[src/rtl/im_loader.sv]
// ============================================================================
//  Module   : im_loader
//  Purpose  : Boot-time instruction-memory writer. Parses a framed big-endian
//             byte stream (address, count, data words) into IM word writes.
//  Revision : 1.0
// ============================================================================
`default_nettype none

module im_loader #(
    parameter logic [31:0] IM_BASE  = 32'h0000_3000,
    parameter int          IM_WORDS = 2048,
    parameter int          IDX_W    = 11
) (
    input  logic             clk,
    input  logic             reset,
    input  logic             start,
    input  logic [7:0]       in_data,
    input  logic             in_valid,
    output logic             in_ready,
    output logic             im_we,
    output logic [IDX_W-1:0] im_idx,
    output logic [31:0]      im_wdata,
    output logic             cpu_hold,
    output logic             done,
    output logic             error
);

    localparam logic [2:0] c_st_idle  = 3'd0;
    localparam logic [2:0] c_st_addr  = 3'd1;
    localparam logic [2:0] c_st_count = 3'd2;
    localparam logic [2:0] c_st_data  = 3'd3;
    localparam logic [2:0] c_st_done  = 3'd4;
    localparam logic [2:0] c_st_err   = 3'd5;

    localparam logic [32:0] c_words  = 33'(IM_WORDS);
    localparam logic [29:0] c_base_w = IM_BASE[31:2];

    logic [2:0]       r_state;
    logic [2:0]       w_next;
    logic [1:0]       r_bcnt;
    logic [23:0]      r_shift;
    logic [31:0]      r_addr;
    logic [IDX_W:0]   r_remain;
    logic [IDX_W-1:0] r_cur;
    logic [IDX_W-1:0] r_idx;
    logic [31:0]      r_wdata;
    logic             r_we;

    logic             w_busy;
    logic             w_last_wr;
    logic             w_hs;
    logic             w_byte4;
    logic [31:0]      w_word;
    logic [29:0]      w_off;
    logic [32:0]      w_end;
    logic             w_hdr_bad;

    assign w_busy    = (r_state == c_st_addr) || (r_state == c_st_count) ||
                       (r_state == c_st_data);
    // Remaining count is already decremented when the final write is on the bus.
    assign w_last_wr = (r_state == c_st_data) && r_we && (r_remain == '0);
    assign in_ready  = w_busy && !w_last_wr;
    assign w_hs      = in_valid && in_ready;
    assign w_byte4   = w_hs && (r_bcnt == 2'd3);
    assign w_word    = {r_shift, in_data};

    // Offset works on word addresses; misaligned A is rejected separately.
    assign w_off     = r_addr[31:2] - c_base_w;
    assign w_end     = {3'b000, w_off} + {1'b0, w_word};
    assign w_hdr_bad = (r_addr[1:0] != 2'b00) || (r_addr < IM_BASE) ||
                       (w_end > c_words);

    always_ff @(posedge clk) begin
        if (!reset) begin
            r_state <= c_st_idle;
        end else begin
            r_state <= w_next;
        end
    end

    always_comb begin
        w_next = r_state;
        case (r_state)
            c_st_idle, c_st_done, c_st_err: begin
                if (start) w_next = c_st_addr;
            end
            c_st_addr: begin
                if (w_byte4) w_next = c_st_count;
            end
            c_st_count: begin
                if (w_byte4) begin
                    if (w_hdr_bad)            w_next = c_st_err;
                    else if (w_word == '0)    w_next = c_st_done;
                    else                      w_next = c_st_data;
                end
            end
            c_st_data: begin
                if (w_last_wr) w_next = c_st_done;
            end
            default: w_next = c_st_idle;
        endcase
    end

    always_ff @(posedge clk) begin
        if (!reset) begin
            r_bcnt   <= '0;
            r_shift  <= '0;
            r_addr   <= '0;
            r_remain <= '0;
            r_cur    <= '0;
            r_idx    <= '0;
            r_wdata  <= '0;
            r_we     <= 1'b0;
        end else begin
            r_we <= 1'b0;
            if (start && !w_busy) r_bcnt <= '0;
            if (w_hs) begin
                r_bcnt  <= r_bcnt + 2'd1;
                r_shift <= w_word[23:0];
            end
            if (w_byte4) begin
                case (r_state)
                    c_st_addr: r_addr <= w_word;
                    c_st_count: begin
                        r_cur    <= w_off[IDX_W-1:0];
                        r_remain <= w_word[IDX_W:0];
                    end
                    c_st_data: begin
                        r_we     <= 1'b1;
                        r_idx    <= r_cur;
                        r_wdata  <= w_word;
                        r_cur    <= r_cur + 1'b1;
                        r_remain <= r_remain - 1'b1;
                    end
                    default: ;
                endcase
            end
        end
    end

    assign im_we    = r_we;
    assign im_idx   = r_idx;
    assign im_wdata = r_wdata;
    assign cpu_hold = w_busy;
    assign done     = (r_state == c_st_done);
    assign error    = (r_state == c_st_err);

endmodule

`default_nettype wire

[config.mk]
export PLATFORM = sky130hd
export DESIGN_NAME = im_loader
export DESIGN_NICKNAME = d
export VERILOG_FILES = /design/src/rtl/im_loader.sv
export SDC_FILE = /design/constraint.sdc
export NUM_CORES = 1
export LEC_CHECK = 0
export CAP_MARGIN = 20
export CORE_UTILIZATION = 49
export DETAILED_ROUTE_END_ITERATION = 10
export PLACE_DENSITY = 0.69
export SYNTH_ARGS = -nofsm -noshare
export SYNTH_HDL_FRONTEND = slang
export SYNTH_SLANG_ARGS = --single-unit
[constraint.sdc]
create_clock -name clk -period 10.8 [get_ports clk]
set_clock_uncertainty 0.05 [all_clocks]
set_input_delay 1.08 -clock clk [delete_from_list [all_inputs] [get_ports clk]]
set_output_delay 1.08 -clock clk [all_outputs]
set_load 0.03 [all_outputs]
# ---- Yosys cells after proc, flatten, opt, wreduce, memory -nomap -nowiden
# Index checks and enable logic that the tools add are counted.
dict set report totals {
  reg_bits 128
  inputBits 12
  elab_cells 62
}
dict set report op_classes {
  eq_ne 10
  n_lt_le_gt_ge 2
  n_mux 12
  n_reduce_logical 24
  n_addsub 5
}
# operator count
set ops {}
lappend ops {{30-bit by 32-bit adder with 33-bit output} 1}
lappend ops {{33-bit by 12-bit greater-than comparator with 1-bit output (second input constant)} 1}
lappend ops {{32-bit zero test} 1}
lappend ops {{32-bit by 14-bit less-than comparator with 1-bit output (second input constant)} 1}
lappend ops {{30-bit by 12-bit subtractor with 30-bit output (second input constant)} 1}
lappend ops {{12-bit case mux with 2 select lines} 1}
lappend ops {{11-bit case mux with 2 select lines} 1}
lappend ops {{3-bit two-way mux} 6}
lappend ops {{12-bit zero test} 1}
lappend ops {{3-bit case mux with 4 select lines} 1}
lappend ops {{12-bit by 1-bit subtractor with 12-bit output (second input constant)} 1}
lappend ops {{11-bit by 1-bit adder with 11-bit output (second input constant)} 1}
lappend ops {{2-bit != test (second input constant)} 4}
lappend ops {{2-bit AND reduction} 4}
lappend ops {{3-bit by 2-bit equality test with 1-bit output (second input constant)} 2}
lappend ops {{3-bit equality test (second input constant)} 2}
lappend ops {{1-bit logical AND} 6}
lappend ops {{2-bit nonzero test} 3}
lappend ops {{1-bit logical OR} 4}
lappend ops {{2-bit two-way mux} 2}
lappend ops {{4-bit AND reduction} 1}
lappend ops {{3-bit by 1-bit equality test with 1-bit output (second input constant)} 1}
lappend ops {{3-bit zero test} 1}
lappend ops {{3-bit OR reduction} 1}
lappend ops {{other kinds (4)} 5}

# ---- Depth between registers and ports, before layout
# Gate-level depths: netlist of the first run.
dict set report depth {
  ltp_word 9
  ltp_mapped 18
  ltp_nobuf 17
}

# ---- Least setup slack after synthesis of the first run
# Ideal clock, no wire load.
dict set report synth_timing {
  kind {flip-flop to flip-flop}
  start {register r_addr[12]}
  end {register r_state[2]}
  stages_incl_launch_ff 19
  path_buffers 2
  setup_slack_ns 6.454
  t_arrival_ns 4.168
  cell_sequence {dfxtp_1 ha_1 nor3_1 nand2_1 or4_1 clkbuf_1 nor4_1 xor2_1 ha_1 clkbuf_1 a21o_1 a31oi_1 nand2b_1 a211oi_1 o21ai_0 a211o_1 or4_1 nor4_2 o21ai_0}
}
dict set report synth_via {
  elab_chain_len 7
}
# element line_no
set synth_lines {}
lappend synth_lines {{start, declared} 42} ;# logic [31:0] r_addr;
lappend synth_lines {{start signal, assigned} 123} ;# c_st_addr: r_addr <= w_word;
lappend synth_lines {{30-bit by 12-bit subtractor with 30-bit output} 68} ;# assign w_off = r_addr[31:2] - c_base_w;
lappend synth_lines {{30-bit by 32-bit adder with 33-bit output} 69} ;# assign w_end = {3'b000, w_off} + {1'b0, w_word};
lappend synth_lines {{33-bit by 12-bit greater-than comparator with 1-bit output} 71} ;# (w_end > c_words);
lappend synth_lines {{1-bit logical OR *} 70} ;# assign w_hdr_bad = (r_addr[1:0] != 2'b00) || (r_addr < IM_BASE) ||
lappend synth_lines {{3-bit two-way mux *} 92} ;# if (w_hdr_bad) w_next = c_st_err;
lappend synth_lines {{3-bit two-way mux *} 91} ;# if (w_byte4) begin
lappend synth_lines {{3-bit case mux with 4 select lines *} 83} ;# case (r_state)
lappend synth_lines {{end signal, assigned} 75} ;# r_state <= c_st_idle;
lappend synth_lines {{end signal, assigned} 77} ;# r_state <= w_next;
lappend synth_lines {{end, declared} 38} ;# logic [2:0] r_state;
# Mark *: on every way between the ends. The rest lies on a longest branch, timed or not. The select of a mux whose other input is x is not followed.
# A chain may end at the register's enable or synchronous reset.

# ---- Final worst setup path of the first run
# Ends and elaborated chain as after synthesis.

==> flow_metrics.tcl, run 1 <==
set metrics [dict create \
    syn_to_final_growth_pct 15.2 \
    gp_congestion 1.00 \
    first_global_vias 7072 \
    path_delay_family "simple AND/OR/NAND/NOR gates" \
    layout_common_cells "nand2_1 (267), dfxtp_1 (128), a21oi_1 (105), nor2_1 (69), clkdlybuf4s50_1 (58)" \
    cts.path.max_buffers 2 \
    vias 7792 \
    insertion_delay_ps 420 \
    initial_core_util_pct 50.0 \
    hold_class "flop to flop" \
    ant_nets 0 \
    crit_top_cell "a21oi_1" \
    drive_gt1_share_pct 5.41 \
    powerDensity_nw_per_um2 121 \
    antenna_found_initial 0 \
    synth_nets 1126 \
    die_w_um 129 \
    fin_area_um2 9100 \
    setup_viol 0 \
    via_per_inst 5.88 \
    crit_chain "a21oi_1 > nand2b_1 > or3_1 > nor4_1 > nand2_1 > nor3_1 > xor2_1 > ha_1 > a21oi_1 > o21ai_1 > a221oi_1 > o211ai_1 > or4_1 > nor4b_1 > o2111ai_1 > nor4_2 > o21ai_0" \
    crit_fanout 5 \
    h-tree-depth 4 \
    synth_cell_types 73 \
    period_share_pct 47.8 \
    holdBufCountCts 0 \
    synthArstFlopShare_pct 0 \
    postCtsSetupBuffers 0 \
    dp.cells 1294 \
    grt_pass1_wl_um 37500 \
    worst-endpoint-required_ps 11040 \
    core-area_um2 15800 \
    ys_seq_elements 128 \
    synth_ff_type "dfxtp_1" \
    ys_top_cells_by_area "dfxtp_1 (32%), nand2_1 (13%), a21oi_1 (6.6%)" \
    synth_edf_count 0 \
    slew_viol_final 0 \
    critPathBufInv 0 \
    drtIter0Drc 694 \
    outcome "finished, final reports clean" \
    wirelength_um 22900 \
    rsz0062_at_grt "no" \
    synth_top_area_share_pct 32.4 \
    syn_avg_cell_area_um2 7.36 \
    max_stage_delay_ps 710 \
    worst_pin_slew_ps 1070 \
    end_kind "flop" \
    whs_ps 409 \
    fillers 1522 \
    hold_viol 0 \
    cp_slowest_cell "nor4_1" \
    nets 1149 \
    drt_first_pass_iters 5 \
    hpwl_um 16400 \
    numClockSinks 128 \
    cts_root_buf "clkbuf_16" \
    regArea_um2 2560 \
    ctsResizeCount 0 \
    worstPathArrival_ps 5400 \
    die_y_um 129 \
    ir_drop_v 0.0000998 \
    setup.worst_path.start_class "flop" \
    fin_crit_ps 5160 \
    yosys_warnings 0 \
    numCtsBuffers 17 \
    path_clk_slew_ps 60 \
    max-cap-violations 0 \
    place_area_um2 8570 \
    die-area_um2 16600 \
    grtUsageTotal_pct 28.8 \
    finalPower_mw 1.10 \
    diodes 0 \
    final_common_cell "nand2_1" \
    drc 0 \
    netlist_area_um2 7910 \
    gr-total-overflow 0 \
    rows 46 \
    path_class "flop to flop" \
    cts_tree "built" \
    multi_input_area_um2 5010 \
    max_freq_mhz 194 \
    syn_inst 1074 \
    p_leak_nw 3.37 \
    synth_top_cell_by_area "dfxtp_1" \
    ioPinCount 60 \
    fin_cells 1326 \
    routedWlPerCell_um 17.2 \
    grt_max_degree 76 \
    relSlewSlack_pct 28.5 \
    port_buffers 59 \
    fin_setup_tns_ps 0 \
    seq_area_frac_synth_pct 32.4 \
]
state kept, by name, indices dropped and copies added, names as in the netlist:
register,flops
im_idx,11
im_wdata,32
im_we,1
r_addr,32
r_bcnt,2
r_cur,11
r_remain,12
r_shift,24
r_state,3
layout make-up:
cell class | count | share of cell area [%]
Timing Repair Buffer | 68 | 7.17
Clock inverter | 14 | 1.18
Sequential cell | 128 | 28.1
Inverter | 19 | 0.783
Tap cell | 216 | 2.97
Multi-Input combinational cell | 863 | 55.0
Clock buffer | 18 | 4.71
report_power, final:
part	internal (mW)	total [mW]	leakage, nW	switching (mW)
logic	0.0375	0.0994	2.08	0.0619
clock network	0.296	0.520	0.257	0.224
registers	0.475	0.481	1.03	0.00618
total	0.808	1.10	3.37	0.292
layer usage:
metal  GRT usage, %  up-vias  share of wire [%]  routed length (um)
li1               -     3842                  -                   -
met1           42.6     3645                 48               11000
met2           42.2      278                 43                9790
met3           5.49       27                7.1                1630
met4           8.58        0                1.8                 410
met5              0        -                  0                   0
Yosys cell counts (14+ instances only):
library cell	number
inv_1	19
nand2_1	267
nor3_1	21
nand3_1	15
ha_1	39
a21oi_1	105
buf_2	14
xor2_1	18
nor4_1	16
nor2_1	70
o21ai_0	51
a21boi_0	54
a211oi_1	16
dfxtp_1	128
clkbuf_1	44
per-stage QoR:
step                worst slack (ps)  util (%)
floorplan                       6450         -
global placement                5850      54.1
detailed placement              5740      54.1
CTS                             5710      57.5
global route                    5170      57.5
finish                          5640      57.5
worst min-delay path, cell delays in order, from the launching register on:
cell     delay (ps)
dfxtp_1         310
nand2_1          50
a21oi_1          50
path summary, 6_finish.rpt:
path                                start                       to  slack, ps  depth (start not counted)
setup reg to reg  r_addr[12]$_SDFFE_PN0P_  r_state[2]$_SDFFE_PN0P_       5640                         17
hold reg to reg    r_addr[0]$_SDFFE_PN0P_   r_addr[0]$_SDFFE_PN0P_        410                          2
hold / removal     r_addr[0]$_SDFFE_PN0P_   r_addr[0]$_SDFFE_PN0P_        410                          2
setup / recovery  r_addr[12]$_SDFFE_PN0P_  r_state[2]$_SDFFE_PN0P_       5640                         17
logic make-up after synthesis:
kind of cell | after synthesis | share of synthesized area (%)
compound gates | 316 | 26.2
xor+xnor | 30 | 3.32
fa+ha+maj | 40 | 6.43
buf+inv | 83 | 4.30
flops | 128 | 32.4
mux | 4 | 0.506
simple gates | 473 | 26.9
No activity file was read; power rests on OpenSTA's default activity.
==> run 2: changes to the inputs <==
--- a/config.mk
+++ b/config.mk
@@ -8,7 +8,7 @@
 export CAP_MARGIN = 20
 export CORE_UTILIZATION = 49
 export DETAILED_ROUTE_END_ITERATION = 10
-export PLACE_DENSITY = 0.69
+export PLACE_DENSITY = 0.71
 export SYNTH_ARGS = -nofsm -noshare
 export SYNTH_HDL_FRONTEND = slang
 export SYNTH_SLANG_ARGS = --single-unit
==> constraint.sdc (replaced) <==
create_clock -name clk -period 4.13 [get_ports clk]
set_clock_uncertainty 0.05 [all_clocks]
set_input_delay 0.413 -clock clk [delete_from_list [all_inputs] [get_ports clk]]
set_output_delay 0.413 -clock clk [all_outputs]
set_load 0.03 [all_outputs]
==> flow_metrics.tcl, run 2 (synthesis gave the netlist of run 1 again) <==
set metrics [dict create \
    max_stage_delay_ps 510 \
    power_switching_mw 0.767 \
    hold_viol 0 \
    die_w_um 129 \
    drtIter0Drc 907 \
    p_leak_nw 4.03 \
    setup_viol 3 \
    cts_root_buf "clkbuf_16" \
    ir_drop_v 0.000298 \
    drc 0 \
    hold_class "flop to flop" \
    fin_cells 1432 \
    ant_nets 0 \
    die-area_um2 16600 \
    drive_gt1_share_pct 18.9 \
    ioPinCount 60 \
    relSlewSlack_pct 39.7 \
    nets 1255 \
    clkPwrFrac_pct 48.2 \
    rows 46 \
    period_share_pct 108 \
    port_buffers 59 \
    worstPathArrival_ps 4770 \
    rsz0062_at_grt "yes" \
    fin_crit_ps 4460 \
    syn_to_final_growth_pct 32.3 \
    worst-endpoint-required_ps 4440 \
    crit_fanout 3 \
    outcome "complete, but fails checks" \
    hpwl_um 18100 \
    grt_pass1_wl_um 39700 \
    swShare_pct 25.2 \
    min-delay-start "r_addr[0]$_SDFFE_PN0P_" \
    diodes 0 \
    min_to "r_addr[0]$_SDFFE_PN0P_" \
    path_clk_slew_ps 60 \
    p_int_mw 2.28 \
    initial_core_util_pct 50.0 \
    layout_common_cells "nand2_1 (264), dfxtp_1 (126), buf_4 (110), a21oi_1 (91), nor2_1 (67)" \
    gp_congestion 0.980 \
    cts_tree "built" \
    r2r_start "r_addr[13]$_SDFFE_PN0P_" \
    violations "negative setup slack" \
    ff2ff_setup_slack_ps -330 \
    core-area_um2 15800 \
    path_class "flop to flop" \
    crit_chain "a21oi_2 > nand2b_1 > or3_4 > nor4_4 > buf_4 > buf_4 > nor3b_2 > xor2_1 > ha_1 > a21oi_2 > o221ai_1 > nor2_1 > o211ai_1 > or4_4 > nor4b_4 > o2111ai_2 > nor4_4 > a31o_1" \
    min_path_cells 2 \
    final_common_cell "nand2_1" \
    numClockSinks 128 \
    die_y_um 129 \
    slew_viol_final 0 \
    drt_first_pass_iters 5 \
    antenna_found_initial 0 \
    gr-total-overflow 0 \
    setup.worst_path.start_class "flop" \
    seq_power_share_pct 41.1 \
    dp.cells 1379 \
    worstRegToRegCells 18 \
    max_freq_mhz 224 \
    fin_setup_tns_ps -925 \
    cts.path.max_buffers 2 \
    routedWlPerCell_um 17.8 \
    end_kind "flop" \
    powerDensity_nw_per_um2 291 \
    cp_slowest_cell "or4_4" \
    worst_slack_ps -328 \
    h-tree-depth 4 \
    first_global_vias 7678 \
    reg2reg_to "r_state[1]$_SDFFE_PN0P_" \
    numCtsBuffers 17 \
    insertion_delay_ps 420 \
    finalPower_mw 3.05 \
    grtUsageTotal_pct 30.6 \
    worst_pin_slew_ps 902 \
    grt_max_degree 58 \
    vias 8455 \
    via_per_inst 5.90 \
    wirelength_um 25500 \
    max-cap-violations 0 \
    p_comb_share_pct 10.8 \
]
==> run 2: cell types whose count changed in the layout (fill, tap and decap cells not counted), sizes merged <==
cell,previous run,this run
bufinv,0,2
clkinv,7,5
inv,23,20
clkbuf,18,19
clkinvlp,3,5
buf,10,116
==> run 2: repair_timing <==
action                                  4_1_cts  5_1_grt
gates resized for setup                      29       56
endpoints found under the setup margin        3        3
cloned                                        0        0
setup buffers                                 8       11
pin swaps                                    10       31
hold buffers                                  0        0
==> run 2: how the worst max path moves through the flow <==
stage | startpoint | end | slack (ps) | depth (start not counted)
2_1_floorplan | r_addr[12]$_SDFFE_PN0P_ | r_state[1]$_SDFFE_PN0P_ | 2 | 18
3_3_place_gp | r_addr[12]$_SDFFE_PN0P_ | r_state[0]$_SDFFE_PN0P_ | -130 | 17
3_5_place_dp | r_addr[13]$_SDFFE_PN0P_ | r_state[0]$_SDFFE_PN0P_ | -270 | 17
4_1_cts | r_addr[12]$_SDFFE_PN0P_ | r_state[0]$_SDFFE_PN0P_ | -50 | 17
5_1_grt | r_addr[13]$_SDFFE_PN0P_ | r_state[1]$_SDFFE_PN0P_ | -460 | 18
6_report | r_addr[13]$_SDFFE_PN0P_ | r_state[1]$_SDFFE_PN0P_ | -330 | 18
==> run 2: routing by layer <==
layer | GRT usage, % | wire (um) | vias up
met4 | 9.62 | 705 | 0
met2 | 48.8 | 11600 | 345
li1 | - | - | 4056
met1 | 42.4 | 11600 | 3983
met3 | 5.12 | 1630 | 71
met5 | 0 | 0 | -
==> run 2: worst max-delay path: cells and delay by family, from the launching register on <==
family / cells / cell delay [ps]
XOR/XNOR: 1 / 250
AND/OR/NAND/NOR: 8 / 2070
AO/OA/AOI/OAI: 6 / 1060
adder cells (fa/ha/maj): 1 / 300
buffers and inverters: 2 / 300
flip-flops: 1 / 360
==> run 2: power by group through the flow <==
stage / Combinational (mW) / Sequential, mW / Clock [mW]
5_1_grt: 0.352 / 1.25 / 1.53
6_report: 0.328 / 1.25 / 1.47
4_1_cts: 0.300 / 1.25 / 1.48
3_5_place_dp: 0.295 / 1.28 / 0
2_1_floorplan: 0.190 / 1.27 / 0
3_3_place_gp: 0.293 / 1.28 / 0
==> run 2: cell type report <==
type,count,area (um2)
multi-input combinational,863,5480
fill,1321,5370
sequential,128,2570
timing repair buffer,174,1490
clock buffer,19,443
tap,216,270
clock inverter,13,139
inverter,19,71.3
==> run 2: stage by stage <==
step	worst slack (ps)	utilization [%]	instance area (um2)	hold WS (ps)
final	-328	66.1	10500	404
after global routing	-456	66.1	10500	434
after CTS	-53.3	63.4	10000	406
after detailed placement	-265	58.5	9260	398
after global placement	-134	58.5	9260	395
after floorplan	1.60	-	7970	386
==> run 3: changes to the inputs <==
--- a/config.mk
+++ b/config.mk
@@ -5,7 +5,6 @@
 export SDC_FILE = /design/constraint.sdc
 export NUM_CORES = 1
 export LEC_CHECK = 0
-export CAP_MARGIN = 20
 export CORE_UTILIZATION = 49
 export DETAILED_ROUTE_END_ITERATION = 10
 export PLACE_DENSITY = 0.71
==> flow_metrics.tcl, run 3 (synthesis gave the netlist of run 1 again) <==
set metrics [dict create \
    outcome "complete, but fails checks" \
    violations "negative setup slack" \
    worst_slack_ps -317 \
    hold_viol 0 \
    slew_viol_final 0 \
    wirelength_um 25400 \
    fin_util_pct 65.8 \
    final_common_cell "nand2_1" \
    cp_slowest_cell "or4_4" \
    syn_to_final_growth_pct 31.8 \
    grtUsageTotal_pct 30.6 \
    numClockSinks 128 \
    powerDensity_nw_per_um2 292 \
    gr-total-overflow 0 \
    ant_nets 0 \
    vias 8421 \
    die_y_um 129 \
    antenna_found_initial 0 \
    setup_viol 3 \
    worstRegToRegCells 18 \
    min_path_cells 2 \
    ir_drop_v 0.000299 \
    clkPwrFrac_pct 48.2 \
    p_int_mw 2.28 \
    cts_root_buf "clkbuf_16" \
    seq_power_share_pct 41.1 \
    end_kind "flop" \
    h-tree-depth 4 \
    cts_tree "built" \
    whs_ps 404 \
    via_per_inst 5.89 \
    fin_area_um2 10400 \
    place_worst_setup_slack_ps -265 \
    worst-endpoint-required_ps 4440 \
    fin_crit_ps 4450 \
    core-area_um2 15800 \
    die-area_um2 16600 \
    grt_max_degree 58 \
    initial_core_util_pct 50.0 \
    hpwl_um 18100 \
    rsz0062_at_grt "yes" \
    grt_pass1_wl_um 39700 \
    place_area_um2 9260 \
    rows 46 \
    drc 0 \
    worst_pin_slew_ps 1190 \
    drt_first_pass_iters 6 \
    power_switching_mw 0.767 \
    numCtsBuffers 17 \
    ff2ff_setup_slack_ps -320 \
    drive_gt1_share_pct 18.8 \
    insertion_delay_ps 420 \
    nets 1253 \
    min_to "r_addr[0]$_SDFFE_PN0P_" \
    p_leak_nw 4.01 \
    relSlewSlack_pct 21.0 \
    port_buffers 59 \
    hold_class "flop to flop" \
    cts.path.max_buffers 2 \
    crit_fanout 3 \
    path_clk_slew_ps 60 \
    worstPathArrival_ps 4760 \
    p_comb_share_pct 10.8 \
    routedWlPerCell_um 17.8 \
    min-delay-start "r_addr[0]$_SDFFE_PN0P_" \
    setup.worst_path.start_class "flop" \
    reg2reg_to "r_state[1]$_SDFFE_PN0P_" \
    crit_chain "a21oi_2 > nand2b_1 > or3_4 > nor4_4 > buf_4 > buf_4 > nor3b_2 > xor2_1 > ha_1 > a21oi_2 > o221ai_1 > nor2_1 > o211ai_1 > or4_4 > nor4b_4 > o2111ai_2 > nor4_4 > a31o_1" \
    drtIter0Drc 967 \
    ioPinCount 60 \
    holdBufCountCts 0 \
    r2r_start "r_addr[13]$_SDFFE_PN0P_" \
    fin_setup_tns_ps -903 \
    first_global_vias 7678 \
    max_freq_mhz 225 \
    swShare_pct 25.2 \
    layout_common_cells "nand2_1 (264), dfxtp_1 (126), buf_4 (110), a21oi_1 (91), nor2_1 (67)" \
    max_stage_delay_ps 510 \
    period_share_pct 108 \
    gp_congestion 0.980 \
    die_w_um 129 \
    path_class "flop to flop" \
    diodes 0 \
    max-cap-violations 0 \
]
## run 3: worst max path at each step
stage	to	slack [ps]	depth (start not counted)	start
final	r_state[1]$_SDFFE_PN0P_	-320	18	r_addr[13]$_SDFFE_PN0P_
after global routing	r_state[1]$_SDFFE_PN0P_	-460	18	r_addr[13]$_SDFFE_PN0P_
after CTS	r_state[0]$_SDFFE_PN0P_	-50	17	r_addr[12]$_SDFFE_PN0P_
after detailed placement	r_state[0]$_SDFFE_PN0P_	-270	17	r_addr[13]$_SDFFE_PN0P_
after global placement	r_state[0]$_SDFFE_PN0P_	-130	17	r_addr[12]$_SDFFE_PN0P_
after floorplan	r_state[1]$_SDFFE_PN0P_	2	18	r_addr[12]$_SDFFE_PN0P_
## run 3: cell type report
| type | instances | area, um2 |
|---|---|---|
| multi-input cells | 863 | 5480 |
| fillers | 1327 | 5410 |
| flip-flops and latches | 128 | 2570 |
| repair buffers | 172 | 1450 |
| clock buffers | 19 | 443 |
| well taps | 216 | 270 |
| clock inverters | 13 | 139 |
| inverters | 19 | 71.3 |
## run 3: per-layer routing
layer	share of wire, %	track usage, %	up-vias
met5	0	0	-
met4	3.0	9.62	0
met3	6.4	5.12	76
met2	45	48.8	351
met1	45	42.4	3950
li1	-	-	4044
## run 3: power groups by stage
stage | logic (mW) | clock network, mW | registers (mW)
CTS | 0.300 | 1.48 | 1.25
global route | 0.352 | 1.53 | 1.25
global placement | 0.293 | 0 | 1.28
finish | 0.328 | 1.47 | 1.25
detailed placement | 0.295 | 0 | 1.28
floorplan | 0.190 | 0 | 1.27
## run 3: worst max-delay path, delay by kind of cell, from the launching register on
family	cells	cell delay, ps
compound gates	6	1040
xor+xnor	1	240
fa+ha+maj	1	300
buf+inv	2	300
flops	1	360
simple gates	8	2080
## run 3: stage by stage
step,power (mW),instances
after floorplan,1.46,1074
after global routing,3.14,1430
final,3.05,1430
after detailed placement,1.57,1379
after CTS,3.03,1419
after global placement,1.57,1379
## run 3: repair_timing
item / in CTS / in global routing
pin swaps: 10 / 31
endpoints found under the setup margin: 3 / 3
setup buffers: 8 / 11
gates resized for setup: 29 / 56
